===== src/rtl/ucode_pkg.sv =====
// Shared definitions for the microcode sequencer: control-word field layout,
// ALU opcodes, FSM state type and the reset image of the microcode store.
package ucode_pkg;

  localparam int STD_ADDR_W = 3;
  localparam int STD_CTRL_W = 4;

  localparam int ALU_SEL_MSB = 3;
  localparam int ALU_SEL_LSB = 2;
  localparam int MUX_SEL_BIT = 1;
  localparam int LOAD_BIT    = 0;

  localparam logic [1:0] ALU_AND = 2'b00;
  localparam logic [1:0] ALU_OR  = 2'b01;
  localparam logic [1:0] ALU_XOR = 2'b10;
  localparam logic [1:0] ALU_ADD = 2'b11;

  localparam logic [STD_CTRL_W-1:0] NOP_WORD = '0;

  typedef enum logic {IDLE, RUN} state_t;

  function automatic logic [STD_CTRL_W-1:0] make_ctrl(input logic [1:0] alu,
                                                      input logic       mux,
                                                      input logic       load);
    logic [STD_CTRL_W-1:0] w;
    w = NOP_WORD;
    w[ALU_SEL_MSB:ALU_SEL_LSB] = alu;
    w[MUX_SEL_BIT]             = mux;
    w[LOAD_BIT]                = load;
    return w;
  endfunction

  // Returns {ctrl, last} right-aligned in 32 bits; callers cast to their width.
  function automatic logic [31:0] default_entry(input int addr,
                                                input int addr_w,
                                                input int ctrl_w);
    logic [STD_CTRL_W-1:0] ctrl;
    logic                  last;
    if (addr_w != STD_ADDR_W || ctrl_w != STD_CTRL_W)
      return {31'd0, addr == (1 << addr_w) - 1};
    ctrl = NOP_WORD;
    last = 1'b0;
    case (addr)
      0:       ctrl = make_ctrl(ALU_AND, 1'b0, 1'b1);
      1:       ctrl = make_ctrl(ALU_OR,  1'b0, 1'b1);
      2:       ctrl = make_ctrl(ALU_XOR, 1'b0, 1'b1);
      3:       ctrl = make_ctrl(ALU_ADD, 1'b0, 1'b1);
      4, 5:    ctrl = make_ctrl(ALU_ADD, 1'b1, 1'b1);
      6: begin
        ctrl = make_ctrl(ALU_ADD, 1'b1, 1'b1);
        last = 1'b1;
      end
      default: begin
        ctrl = NOP_WORD;
        last = 1'b1;
      end
    endcase
    return {27'd0, ctrl, last};
  endfunction

endpackage


===== src/rtl/ucode_store.sv =====
// Writable microcode store: DEPTH x {ctrl, last} registers, one write port,
// combinational read, restored to the default program on reset.
module ucode_store
  import ucode_pkg::*;
#(
  parameter int ADDR_W = 3,
  parameter int CTRL_W = 4
) (
  input  logic              clk,
  input  logic              rst_n,
  input  logic              i_wr_en,
  input  logic [ADDR_W-1:0] i_wr_addr,
  input  logic [CTRL_W:0]   i_wr_data,
  input  logic [ADDR_W-1:0] i_rd_addr,
  output logic [CTRL_W:0]   o_rd_data
);

  localparam int DEPTH = 2 ** ADDR_W;

  logic [CTRL_W:0] r_mem [DEPTH];

  // NOTE: this array is deliberately reset (flops, not RAM) because reset must
  // reload the default program; a plain RAM would be left unreset.
  always_ff @(posedge clk or negedge rst_n) begin
    if (!rst_n) begin
      for (int i = 0; i < DEPTH; i++)
        r_mem[i] <= (CTRL_W + 1)'(default_entry(i, ADDR_W, CTRL_W));
    end else if (i_wr_en) begin
      r_mem[i_wr_addr] <= i_wr_data;
    end
  end

  assign o_rd_data = r_mem[i_rd_addr];

endmodule


===== src/rtl/ucode_seq.sv =====
// Microcode sequencer: walks the store from entry 0, issuing one registered
// control word per cycle until an end-of-program word, a stop or a loop wrap.
module ucode_seq
  import ucode_pkg::*;
#(
  parameter int ADDR_W = 3,
  parameter int CTRL_W = 4
) (
  input  logic              clk,
  input  logic              rst_n,
  input  logic              start,
  input  logic              stop,
  input  logic              loop_en,
  input  logic              wr_en,
  input  logic [ADDR_W-1:0] wr_addr,
  input  logic [CTRL_W:0]   wr_data,
  output logic [CTRL_W-1:0] ctrl_out,
  output logic              ctrl_valid,
  output logic [ADDR_W-1:0] upc,
  output logic              busy,
  output logic              done,
  output logic              wr_err
);

  localparam logic [ADDR_W-1:0] LAST_ADDR = ADDR_W'(2 ** ADDR_W - 1);

  state_t              r_state, w_state_nxt;
  logic [ADDR_W-1:0]   r_upc, w_upc_nxt;
  logic [CTRL_W-1:0]   r_ctrl, w_ctrl_nxt;
  logic                r_valid, r_last, w_last_nxt;
  logic                r_wr_err;
  logic                w_issue, w_final, w_wr_ok;
  logic [CTRL_W:0]     w_rd_data;

  assign w_wr_ok = wr_en && (r_state == IDLE);
  // The top entry always ends the program so the uPC can never wrap silently.
  assign w_final = r_last || (r_upc == LAST_ADDR);

  ucode_store #(
    .ADDR_W (ADDR_W),
    .CTRL_W (CTRL_W)
  ) u_store (
    .clk       (clk),
    .rst_n     (rst_n),
    .i_wr_en   (w_wr_ok),
    .i_wr_addr (wr_addr),
    .i_wr_data (wr_data),
    .i_rd_addr (w_upc_nxt),
    .o_rd_data (w_rd_data)
  );

  // NOTE: every signal gets a default before the case so no path leaves one
  // unassigned, which would otherwise infer a latch.
  always_comb begin
    w_state_nxt = r_state;
    w_upc_nxt   = r_upc;
    w_issue     = 1'b0;
    unique case (r_state)
      IDLE: begin
        if (start && !wr_en && !stop) begin
          w_state_nxt = RUN;
          w_upc_nxt   = '0;
          w_issue     = 1'b1;
        end
      end
      RUN: begin
        if (stop || (w_final && !loop_en)) begin
          w_state_nxt = IDLE;
        end else begin
          w_issue   = 1'b1;
          w_upc_nxt = w_final ? '0 : r_upc + ADDR_W'(1);
        end
      end
      default: w_state_nxt = IDLE;
    endcase
    w_ctrl_nxt = w_issue ? w_rd_data[CTRL_W:1] : '0;
    w_last_nxt = w_issue & w_rd_data[0];
  end

  // NOTE: sequential state uses non-blocking assignments so every register
  // samples the pre-edge values regardless of statement order.
  always_ff @(posedge clk or negedge rst_n) begin
    if (!rst_n) begin
      r_state  <= IDLE;
      r_upc    <= '0;
      r_ctrl   <= '0;
      r_valid  <= 1'b0;
      r_last   <= 1'b0;
      r_wr_err <= 1'b0;
    end else begin
      r_state  <= w_state_nxt;
      r_upc    <= w_upc_nxt;
      r_ctrl   <= w_ctrl_nxt;
      r_valid  <= w_issue;
      r_last   <= w_last_nxt;
      r_wr_err <= wr_en && (r_state == RUN);
    end
  end

  assign ctrl_out   = r_ctrl;
  assign ctrl_valid = r_valid;
  assign upc        = r_upc;
  assign busy       = (r_state == RUN);
  assign done       = busy && w_final && !loop_en && !stop;
  assign wr_err     = r_wr_err;

endmodule


===== config.mk =====
export PLATFORM = sky130hd
export DESIGN_NAME = ucode_seq
export DESIGN_NICKNAME = d
export VERILOG_FILES = /design/src/rtl/ucode_pkg.sv /design/src/rtl/ucode_store.sv /design/src/rtl/ucode_seq.sv
export SDC_FILE = /design/constraint.sdc
export NUM_CORES = 1
export LEC_CHECK = 0
export ABC_AREA = 1
export BUFFER_PORTS_ARGS = -buffer_cell sky130_fd_sc_hd__buf_2
export CORE_MARGIN = 3
export CORE_UTILIZATION = 40
export CTS_BUF_LIST = sky130_fd_sc_hd__clkbuf_8
export CTS_CLUSTER_DIAMETER = 80
export CTS_CLUSTER_SIZE = 10
export DETAILED_ROUTE_END_ITERATION = 6
export SETUP_SLACK_MARGIN = 0.3
export SLEW_MARGIN = 20
export SYNTH_ARGS = -nofsm -noshare
export SYNTH_HDL_FRONTEND = slang
export SYNTH_HIERARCHICAL = 1
export SYNTH_SLANG_ARGS = --single-unit

===== constraint.sdc =====
create_clock -name clk -period 2.8 [get_ports clk]
set_input_delay 0.7 -clock clk [delete_from_list [all_inputs] [get_ports clk]]
set_output_delay 0.7 -clock clk [all_outputs]
set_load 0.01 [all_outputs]

* Word-level counts from Yosys, hierarchy flattened
Index checks and enable logic that the tools add are counted.
** Storage, ports and cells
- Memories kept :: 0
- Output and inout bits :: 11
- Word-level logic and storage cells :: 50
- Latch bits :: 0
- RAM bits :: 0
- Bits in registers :: 50
- Memory bits (read-only) :: 0
- Input bits :: 14
** Operators by class
- Multiplexer cells :: 14
- Div/mod/pow operators :: 0
- Equality and inequality tests :: 1
- Bitwise logic cells :: 4
- $lt $le $gt $ge :: 3
- Add/sub/neg operators :: 1
- Shifts and indexed selects :: 0
- Reduce and logical (&&, ||, !) cells :: 14
- $mul :: 0
** Operators with widths (number)
- 40-bit bitwise mux :: 1
- 5-bit binary-select mux with 3-bit select :: 1
- 5-bit demux with 3-bit select :: 1
- 5-bit 2-to-1 mux :: 3
- 1-bit logical AND :: 9
- 3-bit 2-to-1 mux :: 3
- 4-bit >= comparator, second input constant :: 2
- 3-bit NOT with 4-bit output :: 2
- 3-bit case mux with 2 select lines :: 1
- 4-bit by 1-bit < comparator with 1-bit output, second input constant :: 1
- 4-bit 2-to-1 mux :: 1
- 3-bit by 1-bit adder with 3-bit output, second input constant :: 1
- 3-bit == test, second input constant :: 1
- 1-bit zero test :: 3
- 1-bit logical OR :: 2
- 1-bit 2-to-1 mux :: 2
- 1-bit case mux with 2 select lines :: 1
- 1-bit AND :: 1
- 1-bit NOT :: 1

* Depth between registers and ports, before layout
- Depth after elaboration :: 11
- Gate-level depth with buffers :: 15
- Gate-level depth less buffers :: 14

* Hierarchy
The synthesis kept the hierarchy.
** By module, submodules not included
- ucode_store :: cells an instance 275, area an instance 2029.4 um^2, times used 1, sequential area each 1028.5 um^2
- ucode_seq :: cells an instance 46, area an instance 474.2 um^2, times used 1, sequential area each 250.2 um^2

* Worst setup path after synthesis
No wires, ideal clock.
- Path kind :: reg-to-reg
- From :: register r_upc[0] (netlist: upc[0])
- To :: register r_last
- Data required time :: 2.678 ns
- Period minus slack after synthesis :: 2.005 ns
- Setup time :: 0.122 ns
- Arrival :: 1.883 ns
- Cell stages (with the launch flop) :: 15
- Setup slack :: 0.795 ns
- Buffers on the path :: 1
- Path through :: dfrtp_1 -> ha_1 -> ha_1 -> o21ai_4 -> nand2_4 -> nand3_1 -> nand2_1 -> inv_1 -> buf_2 -> nand2_1 -> nand3_1 -> nand2_1 -> nand2_1 -> nand2_1 -> a21boi_2
** Between the ends
- Longest elaborated chain between the ends :: 11
- Elaborated cells between the ends (all ways) :: 16
- Classes of those cells :: add/sub: 1; eq/ne: 1; mux: 9; bitwise: 2; reduce/logical: 3
** RTL lines
- from (decl) :: line ucode_seq.sv:28 : logic [ADDR_W-1:0] r_upc, w_upc_nxt;
- from (signal assigned) :: line ucode_seq.sv:92 : r_upc <= w_upc_nxt;
- parallel branches: the longest is 5 deep, another holds 3-bit by 1-bit adder with 3-bit output
- 3-bit case mux with 2 select lines * :: line ucode_seq.sv:58 : unique case (r_state)
- via w_upc_nxt[0] :: line ucode_seq.sv:28
- 3-bit NOT with 4-bit output (not written as such) * :: line ucode_store.sv:33 : assign o_rd_data = r_mem[i_rd_addr];
- 5-bit binary-select mux with 3-bit select * :: line ucode_store.sv:33
- 5-bit 2-to-1 mux (not written as such) * (2 in series) :: line ucode_store.sv:33
- via w_rd_data[0] :: line ucode_seq.sv:33 : logic [CTRL_W:0] w_rd_data;
- 1-bit AND * :: line ucode_seq.sv:77 : w_last_nxt = w_issue & w_rd_data[0];
- via w_last_nxt :: line ucode_seq.sv:30 : logic r_valid, r_last, w_last_nxt;
- to (signal assigned) :: line ucode_seq.sv:95 : r_last <= w_last_nxt;
- to (decl) :: line ucode_seq.sv:30
Mark *: on every way through the listed nets, which the timed path passes. The select of a mux whose other input is x is not followed.
A chain may end at the register's enable or synchronous reset.

* Worst setup path in the final report
- From :: register r_upc[0] (netlist: upc[0])
- To :: register r_ctrl[0] (netlist: ctrl_out[0])
** Between the ends
- Longest elaborated chain between the ends :: 11
- Elaborated cells between the ends (all ways) :: 16
- Classes of those cells :: add/sub: 1; eq/ne: 1; mux: 10; bitwise: 1; reduce/logical: 3
** RTL lines
- parallel branches: the longest is 5 deep, another holds 3-bit by 1-bit adder with 3-bit output
- 3-bit case mux with 2 select lines * :: line ucode_seq.sv:58
- via w_upc_nxt[0] :: line ucode_seq.sv:28
- 3-bit NOT with 4-bit output (not written as such) * :: line ucode_store.sv:33
- 5-bit binary-select mux with 3-bit select * :: line ucode_store.sv:33
- 5-bit 2-to-1 mux (not written as such) * (2 in series) :: line ucode_store.sv:33
- via w_rd_data[1] :: line ucode_seq.sv:33
- 4-bit 2-to-1 mux * :: line ucode_seq.sv:76 : w_ctrl_nxt = w_issue ? w_rd_data[CTRL_W:1] : '0;
- via w_ctrl_nxt[0] :: line ucode_seq.sv:29 : logic [CTRL_W-1:0] r_ctrl, w_ctrl_nxt;
- to (signal assigned) :: line ucode_seq.sv:93 : r_ctrl <= w_ctrl_nxt;
- to (decl) :: line ucode_seq.sv:29
Marks and branches as above.

==> reports/metrics.yaml <==
first_pass_iters: 5
synth_edf_count: 0
synth_cell_type_count: 25
clk_pin_slew_ns: 0.09
worst_path_dominant_cell_family: "simple AND/OR/NAND/NOR gates"
reg2reg_depth: 13
max_slew_margin: 0.5777
io_pins: 25
fmax_mhz: 434.5
clockBufferDepth: 2
core_area_sq_mm: 0.005991
ctsHoldBuffers: 0
grt_pass1_wl_mm: 9.390
drc: 0
critPathRequiredTime_ns: 3.02
num_antenna_cells: 0
initial_core_util: 0.4179
crit_buf_inv: 1
crit_path_frequent_cell: "nand2_1"
dpl.hpwl_mm: 4.064
syn_nets: 337
die_h_microns: 85.12
gp_congestion: 0.8343
antenna_found_initial: 0
min_path_cells: 2
cts_buffers: 5
synth_warnings: 6
fp.dieArea_sq_mm: 0.007245
cp.arrival_ns: 2.52
rows: 28
yosysTopAreaCell: "dfrtp_1"
cts_tree: "done"
cp_max_fo: 21
synth.most_common_cell: "nand2_1"
crit_chain: "ha_1, ha_1, o21ai_4, nand2_4, nand3_1, nand2_2, buf_6, nand2_1, nand3_1, nand2_1, nand2_1, nand2_1, a21boi_1"
routed_wl_mm: 5.830
setup_viol: 0
fin_area_sq_mm: 0.002845
synthArstFlopShare: 1.000
r2r-start: "upc[0]"
syn_area_sq_mm: 0.002504
timing.setup.tns_ns: 0
rsz0062_at_grt: "false"
hp-class: "register to register"
synthDominantCellAreaShare: 0.2799
fin_skew_ns: 0.007055
fin_crit_ns: 2.302
p_leak_nw: 1.495
p_per_area_mw_per_mm2: 774.3
postSynthRegisterBits: 50
cts-resized-gates: 0
grt_pass1_vias: 1913
globalRouteOverflowTotal: 0
critical-path-max-stage-delay_ns: 0.42
startpoint: "upc[0]"
m1WireLength_mm: 2.864
grt_max_degree: 51
place_area_sq_mm: 0.002709
start_kind: "register"
htreeDepth: 2
wl_per_cell_microns: 13.62
tightest_slew_ns: 0.6335
hold_viol: 0
final_core_util: 0.4749
end_kind: "register"
die_w_microns: 85.12
post_cts_buffers: 0
min_from: "u_store/r_mem[12]"
synthCells: 321
cts_root_buf: "clkbuf_8"
maxUsedRoutingLayer: "met4"
num_vias: 2031
status: "finished clean"
slowest_stage: "dfrtp_1"
dr.first_iter.drc_count: 134
dr_wl_met3_microns: 301
fin_crit_sh: 0.8220
portBuffers: 24
clock_latency_ns: 0.30
synth.avg_cell_area_sq_um: 7.800
wl_met2_mm: 2.638
synthToLayoutAreaGrowth_pct: 13.64
synthTopCellsByCount: "nand2_1, inv_1, o21ai_0, dfrtp_1, nand3_1"
reg2reg_to: "ctrl_out[0]"
drv_slew: 0
via_per_inst: 4.745
drtAntennaViolNets: 0
r2r_slack_ns: 0.50
grt_use_total: 0.1657
synth.area.top_cells: "dfrtp_1, dfstp_2, nand2_1, inv_1, o21ai_0"
maxCapViolCount: 0
yosysSeqAreaShare: 0.5107
nNetsFinal: 368
synthFlopType: "dfrtp_1"
cts.sinks: 50
ir_drop_v: 0.0003527
whs_endpoint: "u_store/r_mem[12]"
drive_above_1_share: 0.2125
worstSetupPathType: "register to register"
[cells in the final DEF (no fill, tap or decap), types with 2 or more instances in the layout]
master and n:
inv_1 57, buf_4 2, clkinv_1 2, buf_2 24
o21ai_0 39, nor2_1 7, clkinvlp_4 3, dfstp_2 22
dfrtp_1 28, a21boi_1 4, clkbuf_8 5, ha_1 2
nand2_2 7, nand2_1 114, nand3_1 23
[per-stage QoR]
stage	std cells	worst slack (ns)	hold WS (ns)	total power [W]
after floorplan	321	0.7949	0.4044	0.001500
after global routing	428	0.2962	0.5139	0.002384
final	428	0.4984	0.4776	0.002203
after global placement	417	0.4753	0.4632	0.001684
after CTS	425	0.3999	0.4801	0.002190
after detailed placement	417	0.4127	0.4660	0.001694
[registers in the layout, summed over array words and instances (netlist names)]
register and flops:
wr_err 1, upc 3, u_store/r_mem 40, ctrl_out 4, ctrl_valid 1, r_last 1
[power by group]
part	switching, W	internal [W]	leakage [nW]
Sequential	0.0000849	0.000925	0.590
Clock	0.000228	0.000260	0.0607
Combinational	0.000447	0.000258	0.844
Total	0.000760	0.00144	1.49
[worst max-delay path by stage]
stage	endpoint	slack, ns	depth (start not counted)
2_1_floorplan	r_last	0.79	14
3_3_place_gp	ctrl_out[0]	0.48	13
3_5_place_dp	ctrl_out[0]	0.41	13
4_1_cts	ctrl_out[0]	0.40	13
5_1_grt	ctrl_out[3]	0.30	12
6_report	ctrl_out[0]	0.50	13
[cell type report]
type / count / area [sq um]
Fill cell: 607 / 3146
Sequential cell: 50 / 1279
Multi-Input combinational cell: 206 / 974.7
Inverter: 59 / 225.2
Timing Repair Buffer: 27 / 146.4
Tap cell: 75 / 93.84
Clock buffer: 5 / 68.82
Clock inverter: 3 / 37.54
Timing Repair inverter: 3 / 20.02
[cells by family after synthesis]
family / share of synthesized area
compound gates: 0.1029
fa+ha+maj: 0.009993
flops: 0.5107
buf+inv: 0.1009
simple gates: 0.2754
[worst reg2reg max path, delay by kind of cell, from the launching register on]
family | cells | cell delay [ns]
fa+ha+maj | 2 | 0.43
simple gates | 8 | 0.76
flops | 1 | 0.42
compound gates | 2 | 0.40
buf+inv | 1 | 0.21
[routing by layer]
layer | global-route usage | vias to the layer above
met3 | 0.02816 | 2
met1 | 0.2421 | 936
met5 | 0 | -
li1 | - | 1043
met2 | 0.2556 | 50
met4 | 0.04317 | 0
Note: power is estimated with default switching activity, not from simulation.
